## config.mk

```make
export PLATFORM = sky130hd
export DESIGN_NAME = prewitt_window_gen_flat
export DESIGN_NICKNAME = d
export VERILOG_FILES = /design/src/rtl/img_pkg.sv /design/src/rtl/prewitt_window_gen_if.sv /design/src/rtl/line_buffer.sv /design/src/rtl/prewitt_window_gen.sv /design/src/flat_wrapper.sv
export SDC_FILE = /design/constraint.sdc
export NUM_CORES = 2
export LEC_CHECK = 0
export ABC_CLOCK_PERIOD_IN_PS = 10600
export CORE_MARGIN = 2
export CORE_UTILIZATION = 29
export DETAILED_ROUTE_END_ITERATION = 8
export PLACE_DENSITY = 0.55
export SYNTH_ARGS = -nofsm -noshare
export SYNTH_HDL_FRONTEND = slang
export SYNTH_SLANG_ARGS = --single-unit
```

## constraint.sdc

```tcl
create_clock -name clk -period 10.6 [get_ports clk]
set_input_delay 3.18 -clock clk [delete_from_list [all_inputs] [get_ports clk]]
set_output_delay 3.18 -clock clk [all_outputs]
set_load 0.05 [all_outputs]
```

## src/rtl/img_pkg.sv

```systemverilog
// Shared definitions for the image windowing datapath: pixel width,
// default frame geometry, 3x3 window element indices and FSM states.
package img_pkg;

    localparam int PIX_W    = 8;
    localparam int ROWS_DEF = 242;
    localparam int COLS_DEF = 247;

    // Window element indices, row-major, top-left first.
    localparam int W_TL = 0;
    localparam int W_TC = 1;
    localparam int W_TR = 2;
    localparam int W_ML = 3;
    localparam int W_MC = 4;
    localparam int W_MR = 5;
    localparam int W_BL = 6;
    localparam int W_BC = 7;
    localparam int W_BR = 8;
    localparam int WIN_N = 9;

    // FILL: rows 0-1 are being captured, no window can exist yet.
    // STREAM: rows 2..ROWS-1, interior windows are emitted.
    typedef enum logic {
        FILL   = 1'b0,
        STREAM = 1'b1
    } win_state_t;

endpackage

```

## src/rtl/prewitt_window_gen_if.sv

```systemverilog
// Pixel-in / window-out bundle for prewitt_window_gen.
//
// Handshake: a transfer happens on every rising edge where in_valid is high;
// there is no ready, the consumer always accepts. in_sof is only meaningful
// when in_valid is high. On the output side win_valid qualifies win, out_row
// and out_col for exactly that cycle; frame_done is a standalone pulse.
interface prewitt_window_gen_if #(
    parameter int PIX_W = 8
);

    logic               in_valid;
    logic               in_sof;
    logic [PIX_W-1:0]   in_pixel;
    logic               win_valid;
    logic [9*PIX_W-1:0] win;
    logic [15:0]        out_row;
    logic [15:0]        out_col;
    logic               frame_done;

    modport master (
        output in_valid, in_sof, in_pixel,
        input  win_valid, win, out_row, out_col, frame_done
    );

    modport slave (
        input  in_valid, in_sof, in_pixel,
        output win_valid, win, out_row, out_col, frame_done
    );

endinterface

```

## src/rtl/line_buffer.sv

```systemverilog
// One image row of storage. Read is combinational from the addressed word,
// so a read and a write to the same address in one cycle return the old
// value (read-before-write). Contents are not reset.
module line_buffer #(
    parameter int  DEPTH = 247,
    parameter int  WIDTH = 8,
    localparam int AW    = (DEPTH > 1) ? $clog2(DEPTH) : 1
) (
    input  logic             clk,
    input  logic             wr_en,
    input  logic [AW-1:0]    addr,
    input  logic [WIDTH-1:0] wdata,
    output logic [WIDTH-1:0] rdata
);

    logic [WIDTH-1:0] mem [DEPTH];

    assign rdata = mem[addr];

    // Overwrite the addressed column with the newer row's pixel.
    always_ff @(posedge clk) begin
        if (wr_en) begin
            mem[addr] <= wdata;
        end
    end

endmodule

```

## src/rtl/prewitt_window_gen.sv

```systemverilog
// Raster-to-3x3 window generator. Two line buffers hold the previous two
// rows; each accepted pixel pushes a column {row r-2, row r-1, current}
// into a 3x3 shift register. Only interior centres are emitted, one cycle
// after the pixel that completes them.
module prewitt_window_gen
    import img_pkg::*;
#(
    parameter int ROWS  = ROWS_DEF,
    parameter int COLS  = COLS_DEF,
    parameter int PIX_W = img_pkg::PIX_W
) (
    input  logic                 clk,
    input  logic                 rst,
    prewitt_window_gen_if.slave  bus,
    output win_state_t           fsm_state
);

    localparam int          AW       = (COLS > 1) ? $clog2(COLS) : 1;
    localparam logic [15:0] LAST_ROW = 16'(ROWS - 1);
    localparam logic [15:0] LAST_COL = 16'(COLS - 1);

    win_state_t         state;
    win_state_t         state_nxt;
    logic [15:0]        row;
    logic [15:0]        col;
    logic [15:0]        pos_row;
    logic [15:0]        pos_col;
    logic               last_col;
    logic               last_pix;
    logic               emit;
    logic [AW-1:0]      lb_addr;
    logic [PIX_W-1:0]   mid_pix;
    logic [PIX_W-1:0]   top_pix;
    logic [9*PIX_W-1:0] win_q;
    logic               win_valid_q;
    logic               frame_done_q;
    logic [15:0]        out_row_q;
    logic [15:0]        out_col_q;

    // Position of the pixel on the bus; in_sof overrides the counters.
    always_comb begin
        pos_row  = bus.in_sof ? 16'd0 : row;
        pos_col  = bus.in_sof ? 16'd0 : col;
        last_col = (pos_col == LAST_COL);
        last_pix = last_col && (pos_row == LAST_ROW);
        // Column gating keeps stale left columns from the previous row out.
        emit     = bus.in_valid && (state == STREAM) && !bus.in_sof &&
                   (pos_col >= 16'd2);
        lb_addr  = pos_col[AW-1:0];
    end

    // Next FSM state: enter STREAM at the end of row 1, leave at frame end
    // or when a new frame is started.
    always_comb begin
        state_nxt = state;
        case (state)
            FILL: begin
                if (bus.in_valid && !bus.in_sof && (pos_row == 16'd1) && last_col) begin
                    state_nxt = STREAM;
                end
            end
            STREAM: begin
                if (bus.in_valid && (bus.in_sof || last_pix)) begin
                    state_nxt = FILL;
                end
            end
            default: state_nxt = FILL;
        endcase
    end

    // FSM state register.
    always_ff @(posedge clk or posedge rst) begin
        if (rst) begin
            state <= FILL;
        end else begin
            state <= state_nxt;
        end
    end

    // Raster position counters, advanced only by accepted pixels.
    always_ff @(posedge clk or posedge rst) begin
        if (rst) begin
            row <= '0;
            col <= '0;
        end else if (bus.in_valid) begin
            if (last_col) begin
                col <= '0;
                row <= (pos_row == LAST_ROW) ? 16'd0 : pos_row + 16'd1;
            end else begin
                col <= pos_col + 16'd1;
                row <= pos_row;
            end
        end
    end

    // lb_mid holds row r-1, lb_top holds row r-2; the column cascades
    // mid -> top as the current pixel enters mid.
    line_buffer #(
        .DEPTH (COLS),
        .WIDTH (PIX_W)
    ) lb_mid (
        .clk   (clk),
        .wr_en (bus.in_valid),
        .addr  (lb_addr),
        .wdata (bus.in_pixel),
        .rdata (mid_pix)
    );

    line_buffer #(
        .DEPTH (COLS),
        .WIDTH (PIX_W)
    ) lb_top (
        .clk   (clk),
        .wr_en (bus.in_valid),
        .addr  (lb_addr),
        .wdata (mid_pix),
        .rdata (top_pix)
    );

    // 3x3 shift register: columns move left, the new column enters on the right.
    always_ff @(posedge clk or posedge rst) begin
        if (rst) begin
            win_q <= '0;
        end else if (bus.in_valid) begin
            win_q[W_TL*PIX_W +: PIX_W] <= win_q[W_TC*PIX_W +: PIX_W];
            win_q[W_TC*PIX_W +: PIX_W] <= win_q[W_TR*PIX_W +: PIX_W];
            win_q[W_TR*PIX_W +: PIX_W] <= top_pix;
            win_q[W_ML*PIX_W +: PIX_W] <= win_q[W_MC*PIX_W +: PIX_W];
            win_q[W_MC*PIX_W +: PIX_W] <= win_q[W_MR*PIX_W +: PIX_W];
            win_q[W_MR*PIX_W +: PIX_W] <= mid_pix;
            win_q[W_BL*PIX_W +: PIX_W] <= win_q[W_BC*PIX_W +: PIX_W];
            win_q[W_BC*PIX_W +: PIX_W] <= win_q[W_BR*PIX_W +: PIX_W];
            win_q[W_BR*PIX_W +: PIX_W] <= bus.in_pixel;
        end
    end

    // Output qualifiers and centre coordinates; coordinates hold between windows.
    always_ff @(posedge clk or posedge rst) begin
        if (rst) begin
            win_valid_q  <= 1'b0;
            frame_done_q <= 1'b0;
            out_row_q    <= '0;
            out_col_q    <= '0;
        end else begin
            win_valid_q  <= emit;
            frame_done_q <= bus.in_valid && !bus.in_sof && last_pix;
            if (emit) begin
                out_row_q <= pos_row - 16'd1;
                out_col_q <= pos_col - 16'd1;
            end
        end
    end

    assign bus.win_valid  = win_valid_q;
    assign bus.win        = win_q;
    assign bus.out_row    = out_row_q;
    assign bus.out_col    = out_col_q;
    assign bus.frame_done = frame_done_q;
    assign fsm_state      = state;

endmodule
```

## src/flat_wrapper.sv

```systemverilog
// flat-port wrapper written by rule: the top's interface ports become plain ports
module prewitt_window_gen_flat import img_pkg::*;
#(
    parameter int ROWS  = ROWS_DEF,
    parameter int COLS  = COLS_DEF,
    parameter int PIX_W = img_pkg::PIX_W
)
  (clk, rst, fsm_state, bus_in_valid, bus_in_sof, bus_in_pixel, bus_win_valid, bus_win, bus_out_row, bus_out_col, bus_frame_done);
  prewitt_window_gen_if #(.PIX_W(PIX_W)) bus_i ();
  input  logic clk;
  input  logic rst;
  output win_state_t fsm_state;
  input wire logic [$bits(bus_i.in_valid)-1:0] bus_in_valid;
  input wire logic [$bits(bus_i.in_sof)-1:0] bus_in_sof;
  input wire logic [$bits(bus_i.in_pixel)-1:0] bus_in_pixel;
  output wire logic [$bits(bus_i.win_valid)-1:0] bus_win_valid;
  output wire logic [$bits(bus_i.win)-1:0] bus_win;
  output wire logic [$bits(bus_i.out_row)-1:0] bus_out_row;
  output wire logic [$bits(bus_i.out_col)-1:0] bus_out_col;
  output wire logic [$bits(bus_i.frame_done)-1:0] bus_frame_done;
  assign bus_i.in_valid = bus_in_valid;
  assign bus_i.in_sof = bus_in_sof;
  assign bus_i.in_pixel = bus_in_pixel;
  assign bus_win_valid = bus_i.win_valid;
  assign bus_win = bus_i.win;
  assign bus_out_row = bus_i.out_row;
  assign bus_out_col = bus_i.out_col;
  assign bus_frame_done = bus_i.frame_done;
  prewitt_window_gen #(.ROWS(ROWS), .COLS(COLS), .PIX_W(PIX_W)) u_core (.clk(clk), .rst(rst), .bus(bus_i), .fsm_state(fsm_state));
endmodule
```

Word level (Yosys, flattened, before mapping)

Memories as Yosys holds them, arrays and structs flattened. A register that Yosys moved wholly into a read port is not among the register bits.
Cells that the tools add are included.

Muxes and demuxes: 10
Order comparisons: 1
Reduce and logical (&&, ||, !) cells: 11
Bitwise operators: 1
Eq/ne operators: 3
Add/subtract/negate cells: 4

Operator list:

| operator                                                                | number |
|---|---|
| 16-bit 2-to-1 mux                                                       | 5 |
| 16-bit by 1-bit adder with 16-bit output (second input constant)        | 2 |
| 16-bit by 8-bit == test with 1-bit output (second input constant)       | 2 |
| 16-bit by 1-bit subtractor with 16-bit output (second input constant)   | 2 |
| 16-bit by 1-bit == test with 1-bit output (second input constant)       | 1 |
| 16-bit by 2-bit >= comparator with 1-bit output (second input constant) | 1 |
| 1-bit logical AND                                                       | 9 |
| 1-bit 2-to-1 mux                                                        | 4 |
| 1-bit one-hot mux with 2 select lines                                   | 1 |
| 1-bit logical NOT                                                       | 1 |
| 1-bit logical OR                                                        | 1 |
| 1-bit inverter                                                          | 1 |

Register bits: 139
Memories kept: 2
Bits in writable memories: 3952
Input port bits: 12

Memory list:

| memory            | words | width | read ports | clocked after memory_dff | wr ports | line              | source |
|---|---|---|---|---|---|---|---|
| u_core.lb_mid.mem | 247   | 8     | 1          | 0                        | 1        | line_buffer.sv:16 | `logic [WIDTH-1:0] mem [DEPTH];` |
| u_core.lb_top.mem | 247   | 8     | 1          | 1                        | 1        | line_buffer.sv:16 |  |

Longest topological paths before layout

Word-level depth: 7
Depth in mapped cells: 17

By module

From an unflattened synthesis, not the netlist that was laid out.

Cells, all modules: 8064
Area, all modules: 159910.9 µm²

Modules (own cells, without submodules):

| module             | sequential area each (µm²) | instances | cells each | area each (µm²) |
|---|---|---|---|---|
| line_buffer        | 59336.9                    | 2         | 3720       | 76636.0 |
| prewitt_window_gen | 3478.3                     | 1         | 624        | 6638.9 |

Worst setup path before layout

OpenSTA, ideal clock, no wires.

Path type: input to register
From: input port bus_in_sof
To: memory u_core.lb_top.mem[0][3], data pin
Buffers on the path: 5
Stages on the path: 12
Required time: 9.184 ns
Arrival time: 10.968 ns
Slack: -1.784 ns
Library setup time: 1.416 ns
Cells stage by stage: buf_4 > buf_2 > nor3b_1 > clkbuf_1 > clkbuf_1 > clkbuf_1 > o21ai_0 > a21oi_1 > nor4_1 > o22ai_1 > nor4_1 > o21ai_1

Word-level cells in the longest chain between the ends: 2

RTL lines:

| what                       | line                     | source |
|---|---|---|
| from (decl)                | flat_wrapper.sv:14       | `input wire logic [$bits(bus_i.in_sof)-1:0] bus_in_sof;` |
| 16-bit 2-to-1 mux          | prewitt_window_gen.sv:43 | `pos_col = bus.in_sof ? 16'd0 : col;` |
| memory 247 x 8 bit         | -                        |  |
| via u_core.lb_mid.rdata[3] | line_buffer.sv:13        | `output logic [WIDTH-1:0] rdata` |
| to (decl)                  | line_buffer.sv:16        |  |

The timed path passes the listed nets, and every way through them passes these cells.

Worst setup path after layout

From: input port bus_in_sof
To: register u_core.win_q[19], in the netlist u_core.bus.win[19], read port of u_core.lb_top.mem

Word-level cells in the longest chain between the ends: 1

RTL lines:

| what              | line                     | source |
|---|---|---|
| 16-bit 2-to-1 mux | prewitt_window_gen.sv:43 |  |
| to (decl)         | prewitt_window_gen.sv:34 | `logic [9*PIX_W-1:0] win_q;` |

No other way between the ends.
A chain may end at the register's enable or synchronous reset.

==> results.sh <==
export IMPL_synthesis_nets=9210
export IMPL_synth_edf_count=3952
export IMPL_r2r_end="u_core.bus.win[45]$_DFFE_PP0P_"
export IMPL_postCtsSetupRepairBufs=0
export IMPL_dp_worst_setup_slack_ps=1570
export IMPL_ctsHtreeMaxLevel=5
export IMPL_first_global_vias=94000
export IMPL_die_y_um=738
export IMPL_combPwrFrac_pct=11.3
export IMPL_violations="capacitance limit, slew limit"
export IMPL_worstSkewPairLatency_ps=1040
export IMPL_syn_to_final_growth_pct=16.6
export IMPL_synth_xor_area_share_pct=0.0785
export IMPL_power_leakage_nw=55.8
export IMPL_drive_gt1_share_pct=16.0
export IMPL_seqPwrFrac_pct=50.1
export IMPL_hold_viol=0
export IMPL_fmax_mhz=121
export IMPL_hpwl_um=360000
export IMPL_clockBufferDepth=4
export IMPL_boundaryPins=119
export IMPL_p_int_mw=27.5
export IMPL_clkTransAtPathRegs_ps=60
export IMPL_synth_cell_types=89
export IMPL_cts_tree="built"
export IMPL_period_share_pct=78.0
export IMPL_cp_arrival_ps=9200
export IMPL_synthMuxAreaShare_pct=3.21
export IMPL_gp_congestion=0.963
export IMPL_slew_viol_final=19
export IMPL_crit_path_start_kind="primary input"
export IMPL_critical_path_reg2reg_startpoint="u_core.col[0]$_DFFE_PP0P_"
export IMPL_drv_cap=6
export IMPL_die_w_um=738
export IMPL_ys_ff_latch=4091
export IMPL_antenna_found_initial=53
export IMPL_relSlewSlack_pct=-7.08
export IMPL_r2r_cells=12
export IMPL_synth_top_family_by_area="compound AO/OA/AOI/OAI gates"
export IMPL_crit_fanout=39
export IMPL_vias=100000
export IMPL_synthFlopType="edfxtp_1"
export IMPL_power_switching_mw=9.61
export IMPL_cp_endpoint="u_core.bus.win[19]$_DFFE_PP0P_"
export IMPL_cp_required_ps=11540
export IMPL_cts_root_buf="clkbuf_16"
export IMPL_clkSinkCount=4091
export IMPL_setup_ws_ps=2340
export IMPL_grt_max_degree=159
export IMPL_ys_seq_area_share_pct=78.2
export IMPL_power_density_nw_per_um2=204
export IMPL_syn_area_um2=156000
export IMPL_skew_ps=79.0
export IMPL_avgRoutedWirePerCell_um=35.1
export IMPL_start_util_pct=29.1
export IMPL_async_reset_ff_share_pct=3.40
export IMPL_grt_overflow=0
export IMPL_switching_share_pct=25.9
export IMPL_min_path_type="reg -> reg"
export IMPL_yosys_area_share_simple_pct=2.98
export IMPL_hp_start="u_core.bus.out_row[8]$_DFFE_PP0P_"
export IMPL_rsz0062_at_grt="false"
export IMPL_r2r_slack_ps=3480
export IMPL_ctsResizeCount=0
export IMPL_die_area_um2=544000
export IMPL_setup_tns_ps=0
export IMPL_hold_buffers=0
export IMPL_hold_ws_ps=494
export IMPL_crit_start="bus_in_sof"
export IMPL_synthAdderAreaFrac_pct=0.0240
export IMPL_cts_buffers=420
export IMPL_coreArea_um2=536000
export IMPL_drt_initial_drc_count=19100
export IMPL_grt_pass1_wl_um=808000
export IMPL_vias_per_cell=5.85
export IMPL_yosys_warnings=0
export IMPL_criticalPathCategory="in -> reg"
export IMPL_period_minus_slack_ps=8260
export IMPL_antenna_left=0
export IMPL_ir_drop_v=0.000135
export IMPL_drt_pass1_iterations=9
export IMPL_p_clk_share_pct=38.6
export IMPL_syn_instance_count=9195
export IMPL_avgSynthCellArea_um2=17.0
export IMPL_row_count=269
export IMPL_setup_viol=0
export IMPL_grt_util_all_layers_pct=21.1
export IMPL_port_buffers=118
export IMPL_wirelength_um=600000
export IMPL_worstSetupEndpointType="flop"
export IMPL_synth_compound_area_share_pct=13.4
export IMPL_nets=9593
export IMPL_status="finished with violations"
export IMPL_drcViolationCount=0
export IMPL_tightest_slew_ps=1610
cells in the final DEF, fill, tap and decap left out, types with 37 or more instances in the layout:
cell,count
a211oi_1,115
a21oi_1,373
a221o_1,37
a221oi_1,473
a22o_1,317
a22oi_1,538
a31oi_1,56
buf_12,52
buf_4,505
clkbuf_1,100
clkbuf_16,427
clkdlybuf4s50_1,108
clkinv_1,96
clkinv_2,61
dfrtp_1,136
edfxtp_1,3952
mux2_2,183
mux2i_1,238
nand2_1,186
nand3_1,43
nor2_1,257
nor2_2,146
nor2b_1,46
nor3_1,64
nor4_1,66
o21ai_0,386
o221ai_1,81
o22ai_1,306
Yosys cell counts, types with 16 or more instances:
master / instances / area [um^2]
a2111oi_0: 20 / 175
a211o_1: 16 / 140
a211oi_1: 115 / 863
a21oi_1: 374 / 1870
a221o_1: 37 / 370
a221oi_1: 474 / 4150
a22o_1: 317 / 2780
a22oi_1: 538 / 4040
a31oi_1: 56 / 350
buf_1: 114 / 428
buf_2: 318 / 1590
buf_4: 19 / 143
clkbuf_1: 264 / 991
dfrtp_1: 139 / 3480
edfxtp_1: 3952 / 119000
inv_1: 17 / 63.8
mux2_2: 184 / 2070
mux2i_1: 238 / 2380
mux4_2: 24 / 541
nand2_1: 191 / 717
nand2b_1: 19 / 119
nand3_1: 43 / 215
nor2_1: 421 / 1580
nor2b_1: 52 / 325
nor3_1: 64 / 320
nor4_1: 74 / 463
o21ai_0: 392 / 1960
o221ai_1: 81 / 709
o22a_1: 30 / 263
o22ai_1: 306 / 1910
o31ai_1: 26 / 195
o32ai_1: 17 / 149
or4_1: 16 / 120
worst min path at each step:
stage	cells past startpoint	slack, ps	end
3_5_place_dp	1	470	u_core.bus.out_col[9]$_DFFE_PP0P_
5_1_grt	2	510	u_core.bus.out_row[0]$_DFFE_PP0P_
3_3_place_gp	2	470	u_core.bus.out_row[8]$_DFFE_PP0P_
2_1_floorplan	1	490	u_core.row[15]$_DFFE_PP0P_
6_report	2	490	u_core.bus.out_row[8]$_DFFE_PP0P_
4_1_cts	2	500	u_core.bus.out_row[0]$_DFFE_PP0P_
power groups by stage:
stage	clock (mW)	sequential (mW)	combinational, mW
after floorplan	0	19.3	1.73
final	14.3	18.6	4.19
after CTS	14.4	18.6	4.06
after global placement	0	18.9	3.99
after detailed placement	0	18.9	4.06
after global routing	15.0	18.6	4.24
area by class of cell:
cell class                      instances  area (um^2)
Antenna cell                           31         77.6
Clock buffer                          537        11200
Clock inverter                        215         1860
Fill cell                           50800       354000
Inverter                               19         91.3
Multi-Input combinational cell       4368        31600
Sequential cell                      4091       122000
Tap cell                             7181         8980
Timing Repair Buffer                  678         6090
cell families (layout without fill, tap and decap cells):
| group | after synthesis | after routing |
|---|---|---|
| flops | 4091 | 4091 |
| xor+xnor | 14 | 14 |
| fa+ha+maj | 3 | 3 |
| other cells | 0 | 31 |
| mux | 448 | 448 |
| compound gates | 2914 | 2914 |
| simple gates | 989 | 989 |
| buf+inv | 736 | 1449 |
through the flow:
stage / util [%] / power, mW / std cells / cell area, um^2
3_3_place_gp: 31.5 / 22.9 / 16300 / 169000
5_1_grt: 33.9 / 37.8 / 17100 / 182000
4_1_cts: 33.9 / 37.0 / 17100 / 182000
2_1_floorplan: - / 21.0 / 9195 / 156000
3_5_place_dp: 31.5 / 23.0 / 16300 / 169000
6_report: 33.9 / 37.1 / 17100 / 182000
state kept, by name (all words and copies together), names as in the netlist:
register and flops:
u_core.bus.frame_done 1, u_core.bus.out_col 16, u_core.bus.out_row 16, u_core.bus.win 72, u_core.bus.win_valid 1, u_core.col 16
u_core.fsm_state 1, u_core.lb_mid.mem 1976, u_core.lb_top.mem 1976, u_core.row 16
worst max-delay path: stages:
cell	delay, ps
clkbuf_8	250
buf_4	420
nand3b_4	680
nor2_4	870
buf_4	500
buf_4	500
a221oi_1	250
a21oi_1	420
nor4_2	220
a211oi_1	1300
o32a_1	330
per-layer routing:
metal / vias up / GRT usage (%) / share of wire, %
met5: - / 0.210 / 0.063
met4: 32 / 11.9 / 6.7
met3: 1587 / 6.31 / 13
met2: 7905 / 31.8 / 44
met1: 51700 / 27.2 / 37
li1: 38900 / - / -
Note: power is estimated with default switching activity, not from simulation.
